`src/rtl/regfile_write_arbiter.sv`:
```
// Two-source register-file writeback arbiter (ALU and load unit).
// Grants one source per cycle and commits its write on the next cycle, with byte masks for narrow loads.
module regfile_write_arbiter (
   input  logic        clk,
   input  logic        reset,
   input  logic        alu_req,
   input  logic [4:0]  alu_rd,
   input  logic [31:0] alu_data,
   input  logic        mem_req,
   input  logic [4:0]  mem_rd,
   input  logic [31:0] mem_data,
   input  logic [5:0]  mem_opcode,
   output logic        alu_ack,
   output logic        mem_ack,
   output logic        wr_en,
   output logic [4:0]  wr_addr,
   output logic [31:0] wr_data,
   output logic [3:0]  wr_mask,
   output logic [15:0] wr_count
);

   localparam int unsigned RD_W   = 5;
   localparam int unsigned DATA_W = 32;
   localparam int unsigned MASK_W = 4;
   localparam int unsigned OP_W   = 6;
   localparam int unsigned CNT_W  = 16;

   localparam logic [OP_W-1:0]   OP_LB    = OP_W'(6'h24);
   localparam logic [OP_W-1:0]   OP_LH    = OP_W'(6'h25);
   localparam logic [CNT_W-1:0]  CNT_MAX  = {CNT_W{1'b1}};
   localparam logic [MASK_W-1:0] MASK_ALL = {MASK_W{1'b1}};

   typedef enum logic [1:0] {
      IDLE   = 2'd0,
      WR_ALU = 2'd1,
      WR_MEM = 2'd2
   } state_t;

   state_t            state;
   state_t            next_state;
   logic              alu_first_q;
   logic              alu_first;
   logic              commit;
   logic [RD_W-1:0]   commit_rd;
   logic [DATA_W-1:0] commit_data;
   logic [MASK_W-1:0] commit_mask;
   logic [MASK_W-1:0] mem_mask;

   // State register and round-robin pointer
   always_ff @(posedge clk or posedge reset) begin
      if (reset) begin
         state       <= IDLE;
         alu_first_q <= 1'b1;
      end else begin
         state       <= next_state;
         alu_first_q <= alu_first;
      end
   end

   // Arbitration: the grant decided here is the state committed next cycle.
   // The pointer folds in the grant currently committing so a loser wins the very next cycle.
   always_comb begin
      next_state = IDLE;
      alu_ack    = 1'b0;
      mem_ack    = 1'b0;
      alu_first  = alu_first_q;
      case (state)
         WR_ALU:  alu_first = 1'b0;
         WR_MEM:  alu_first = 1'b1;
         default: alu_first = alu_first_q;
      endcase
      if (!reset) begin
         if (alu_req && mem_req) begin
            // Same destination: load goes first so the ALU value lands last
            if ((alu_rd == mem_rd) || !alu_first) next_state = WR_MEM;
            else                                  next_state = WR_ALU;
         end else if (alu_req) begin
            next_state = WR_ALU;
         end else if (mem_req) begin
            next_state = WR_MEM;
         end
      end
      alu_ack = (next_state == WR_ALU);
      mem_ack = (next_state == WR_MEM);
   end

   // Byte enables for narrow loads; data is never shifted
   always_comb begin
      mem_mask = MASK_ALL;
      if (mem_opcode == OP_LB)      mem_mask = MASK_W'(4'b0001);
      else if (mem_opcode == OP_LH) mem_mask = MASK_W'(4'b0011);
   end

   assign commit_rd   = (next_state == WR_ALU) ? alu_rd   : mem_rd;
   assign commit_data = (next_state == WR_ALU) ? alu_data : mem_data;
   assign commit_mask = (next_state == WR_ALU) ? MASK_ALL : mem_mask;
   assign commit      = (next_state != IDLE) && (commit_rd != RD_W'(0));

   // Registered write port; address/data/mask hold when nothing is written
   always_ff @(posedge clk or posedge reset) begin
      if (reset) begin
         wr_en    <= 1'b0;
         wr_addr  <= '0;
         wr_data  <= '0;
         wr_mask  <= '0;
         wr_count <= '0;
      end else begin
         wr_en <= commit;
         if (commit) begin
            wr_addr <= commit_rd;
            wr_data <= commit_data;
            wr_mask <= commit_mask;
            if (wr_count != CNT_MAX) wr_count <= wr_count + CNT_W'(1);
         end
      end
   end

endmodule

```
`config.mk`:
```
export PLATFORM = sky130hd
export DESIGN_NAME = regfile_write_arbiter
export DESIGN_NICKNAME = d
export VERILOG_FILES = /design/src/rtl/regfile_write_arbiter.sv
export SDC_FILE = /design/constraint.sdc
export NUM_CORES = 1
export LEC_CHECK = 0
export ABC_AREA = 0
export BUFFER_PORTS_ARGS = -buffer_cell sky130_fd_sc_hd__buf_2
export CAP_MARGIN = 20
export CORE_MARGIN = 3
export CORE_UTILIZATION = 35
export DETAILED_ROUTE_END_ITERATION = 12
export GPL_TIMING_DRIVEN = 0
export PLACE_DENSITY = 0.66
export SYNTH_ARGS = -nofsm -noshare
export SYNTH_HDL_FRONTEND = slang
export SYNTH_SLANG_ARGS = --single-unit
```
`constraint.sdc`:
```
create_clock -name clk -period 2.5 [get_ports clk]
set_input_delay 0.25 -clock clk [delete_from_list [all_inputs] [get_ports clk]]
set_output_delay 0.25 -clock clk [all_outputs]
set_load 0.02 [all_outputs]
```
# After elaboration in Yosys (flattened, before gate mapping)
# Index checks and enable logic that the tools add are counted.
# totals
register_bits	61
input_bits	84
out_inout_bits	60
elab_cells	34
# classes
addsub	1
n_eq_ne	8
muxes	11
n_reduce_logical	7
# op_table
cell	n
$mux 32	1
$add 16x1->16 const B	1
$ne 16x16->1 const B	1
$eq 6x6->1 const B	2
$mux 4	3
$mux 2	5
$eq 5x5->1	1
$mux 5	1
$reduce_bool 5->1	1
$eq 2x1->1 const B	2
$eq 2x2->1 const B	2
$logic_and 1x1->1	2
$pmux 1 s2	1
$reduce_and 2->1	1
$reduce_bool 2->1	1
$logic_not 1->1	1
$logic_or 1x1->1	1

# Longest topological paths before layout
# depth
depth_word	12
ltp_mapped	10
ltp_nobuf	9

# Worst setup path before layout
# OpenSTA, ideal clock, no wires.
# synth_timing
path_type	input to register
from	input reset
to	register wr_data[10]
setup_ns	0.086
arrival_time_ns	2.706
required_ns	2.414
setup_slack_ns	-0.292
stages	7
path_buffers	1
path_cell_list	inv_1 -> o211a_1 -> o21ai_2 -> mux2i_1 -> clkbuf_1 -> nor2_1 -> nor3_1
# synth_via
elab_chain_cells	5
elab_cells_between_ends	7
classes_between	eq/ne: 1; mux: 3; reduce/logical: 3
# synth_lines
item	line	text
from (decl)	5	input logic reset,
$mux 2 *	72	if (!reset) begin
$eq 2x1->1	94, 95	
$mux 5	94	assign commit_rd = (next_state == WR_ALU) ? alu_rd : mem_rd;
$reduce_bool 5->1	97	assign commit = (next_state != IDLE) && (commit_rd != RD_W'(0));
$logic_and 1x1->1	97	
to (signal assigned)	111	wr_data <= commit_data;
to (decl)	17	output logic [31:0] wr_data,
# Every way passes the cells marked *; elsewhere a longest branch is shown, timed or not.
# A chain may end at the register's enable or synchronous reset.

# Worst setup path in the final report
# layout_timing
from	register state[0]
to	output alu_ack
# layout_via
elab_chain_cells	8
elab_cells_between_ends	9
classes_between	eq/ne: 3; mux: 4; reduce/logical: 2
# layout_lines
item	line	text
from (decl)	39	state_t state;
from (signal assigned)	55	state <= next_state;
$eq 2x2->1 / $eq 2x1->1 (equally long branches)	67	case (state)
$pmux 1 s2 *	67	
named net alu_first	42	logic alu_first;
$logic_not 1->1 *	75	if ((alu_rd == mem_rd) || !alu_first) next_state = WR_MEM;
$logic_or 1x1->1 *	75	
$mux 2 *	75	
$mux 2 *	73	if (alu_req && mem_req) begin
$mux 2 *	72	
$eq 2x1->1 *	83	alu_ack = (next_state == WR_ALU);
to (decl)	13	output logic alu_ack,
# Mark *: on every way through the listed nets, which the timed path passes. The rest lies on a longest branch.

==> flow_metrics.py <==
metrics = {
    "status": {
        "status": "completed",
    },
    "yosys": {
        "yosys-top-cells-area": "dfrtp_1 (52%), nor3_1 (13%), nor2_1 (10%)",
        "synth_seq_cells": 60,
        "synth.cell_area_sq_um": 2860,
        "synth_cell_type_count": 37,
        "syn_nets": 402,
        "ys.flop_type": "dfrtp_1",
        "yosysTopAreaCell": "dfrtp_1",
        "yosysWarnings": 0,
        "yosysTopAreaCellShare": 0.516,
        "netlist_instances": 316,
        "synth_edf_count": 0,
        "ys_seq_area_frac": 0.525,
        "synthArstFlopShare": 1.00,
        "avgSynthCellArea_sq_um": 9.06,
    },
    "finish": {
        "area_growth_pct": 38.4,
        "final_common_cell": "buf_2",
        "num_antenna_cells": 0,
        "layout_common_cells": "buf_2 (152), nor2_1 (79), nor3_1 (73), dfrtp_1 (59), xnor2_1 (16)",
        "drive_gt1_frac": 0.384,
        "layout.nets": 559,
    },
    "routing": {
        "wl_per_cell_um": 14.3,
        "vias": 2791,
        "antenna_left": 0,
        "first_pass_iters": 4,
        "drt_wl_total_mm": 8.28,
        "routed_via_density": 4.83,
        "initialDrtViolationCount": 64,
        "drc_errors": 0,
    },
    "timing": {
        "rsz0062_at_grt": "true",
        "layout_setup_ws_ns": 0.0655,
        "fin_skew_ns": 0.00686,
        "finalCriticalPeriod_ns": 2.43,
        "fmaxAchievable_mhz": 411,
        "fin_crit_sh": 0.974,
        "slew_viol_final": 0,
        "hold_viol": 0,
        "max_slew.worst_pin.slew_ns": 0.914,
        "slew-limit-headroom": 0.387,
        "finalSetupViolCount": 0,
        "hold_ws_ns": 0.140,
    },
    "floorplanning": {
        "core_region_area_sq_um": 7850,
        "fp.dieW_um": 96.4,
        "die_h_um": 96.4,
        "start_util": 0.365,
        "fp-row-count": 32,
        "die_area_sq_um": 9300,
        "io_pins": 144,
    },
    "cts": {
        "clock_latency_ns": 0.32,
        "cts_buffer_depth": 2,
        "post_cts_buffers": 0,
        "cts.sinks": 60,
        "htree_levels": 3,
        "cts_tree": "built",
        "clk_pin_slew_ns": 0.07,
        "cts-root-buf": "clkbuf_8",
        "cts_buffers": 9,
    },
    "place": {
        "place_ws_ns": -0.485,
        "gp_congestion": 0.809,
        "dp_hpwl_mm": 6.26,
        "port_buffers": 143,
    },
    "power": {
        "ir_drop_uv": 373,
        "leakage_uw": 0.00197,
        "powerDensity_nw_per_um2": 748,
    },
    "worst_setup_path": {
        "crit_chain": "inv_1 -> ha_1 -> mux2_4 -> o211a_1 -> o21ai_2 -> buf_4 -> inv_1 -> buf_2",
        "rr_startpoint": "state[0]",
        "cp.arrival_ns": 2.18,
        "crit_path_start": "state[0]",
        "cp_common_cell": "inv_1",
        "slowest_stage": "dfrtp_1",
        "end_kind": "primary output",
        "worst-path-stages": 8,
        "rrSetupSlack_ns": 0.13,
        "cp_num_buf_inv": 4,
        "cpPeakStageDelay_ns": 0.33,
        "endpoint": "alu_ack",
        "critPathMaxFanout": 10,
        "reg2reg_depth": 9,
        "crit_type": "flip-flop to primary output",
        "cpLargestDelayFamily": "buffers and inverters",
        "required_ns": 2.25,
        "start_kind": "flip-flop",
        "r2r-end": "wr_count[1]",
    },
    "global_routing": {
        "grt_pass1_vias": 2738,
        "grt.overflow.total": 0,
        "antenna_found_initial": 0,
        "grt_max_degree": 26,
        "grt_use_total": 0.179,
        "grt_pass1_wl_mm": 12.8,
    },
    "hold_path": {
        "holdCritPathClass": "primary input to asynchronous set/reset pin",
    },
    "job": {
        "maxCapViolations": 0,
    },
}
## what timing repair did
item                                   4_1_cts  5_1_grt
endpoints found under the hold margin       18        0
cloned                                       1        0
hold buffers                                 1        0
gates resized for setup                      4        8
setup endpoints to repair                   31       34
## synthesized netlist by cell type, types with 2 or more instances
library cell  number
clkbuf_1           4
xnor2_1           16
nand3_1           10
dfrtp_1           59
a21oi_1            2
and3_1            12
ha_1               2
xor2_1             3
nor3_1            73
nor2_1            79
inv_1              6
buf_4              2
nand4_1            5
buf_2             12
nand2_1            7
mux2i_1            3
## how the worst min path moves through the flow
stage / start / endpoint
2_1_floorplan: reset / state[1]
6_report: reset / wr_addr[4]
3_5_place_dp: reset / wr_count[13]
4_1_cts: reset / wr_addr[4]
3_3_place_gp: wr_mask[0] / wr_mask[0]
5_1_grt: mem_data[10] / wr_data[10]
## through the flow
step / std cells / instance area (sq um) / total power (uW) / util / TNS [ns]
2_1_floorplan: 316 / 2870 / 1770 / - / 0
3_3_place_gp: 561 / 3710 / 2100 / 0.473 / -46.42
3_5_place_dp: 562 / 3730 / 2120 / 0.475 / -16.58
4_1_cts: 578 / 3940 / 3000 / 0.503 / 0
5_1_grt: 578 / 3960 / 3150 / 0.505 / -0.0424
6_report: 578 / 3960 / 2960 / 0.505 / 0
## sequential cells by signal, summed over array words and instances (netlist names)
signal and flops:
wr_addr 5, wr_mask 3, wr_count 16, wr_data 32
wr_en 1, state 2, alu_first_q 1
## cell families (layout without fill, tap and decap cells)
| kind of cell | count (synthesis) | count (layout) | synth area share |
|---|---|---|---|
| DFF | 60 | 60 | 0.525 |
| buffers and inverters | 26 | 186 | 0.0446 |
| muxes | 5 | 5 | 0.0197 |
| AOI/OAI and AO/OA | 11 | 11 | 0.0310 |
| and+or+nand+nor | 193 | 193 | 0.313 |
| adders and majority gates | 2 | 2 | 0.00874 |
| xor gates and xnor gates | 19 | 19 | 0.0581 |
## layer usage
| metal | share of wire | wire length (um) | GRT usage |
|---|---|---|---|
| met2 | 0.46 | 3840 | 0.282 |
| met1 | 0.45 | 3720 | 0.240 |
| met3 | 0.077 | 641 | 0.0465 |
| met5 | 0 | 0 | 0 |
| met4 | 0.0098 | 81 | 0.0619 |
## final cells by class
class                           instances  area [sq um]
Multi-Input combinational cell        230          1240
Tap cell                              102           128
Clock inverter                          2          35.0
Clock buffer                           12           155
Buffer                                 19           116
Sequential cell                        60          1500
Timing Repair inverter                  1          5.00
Fill cell                             770          3880
Timing Repair Buffer                  145           746
Inverter                                7          30.0
## where the power goes
group          total (uW)  internal (uW)  switching [uW]
Clock                 857            503             354
Combinational         844            329             514
Sequential           1260           1140             119
No activity file was read; power rests on OpenSTA's default activity.
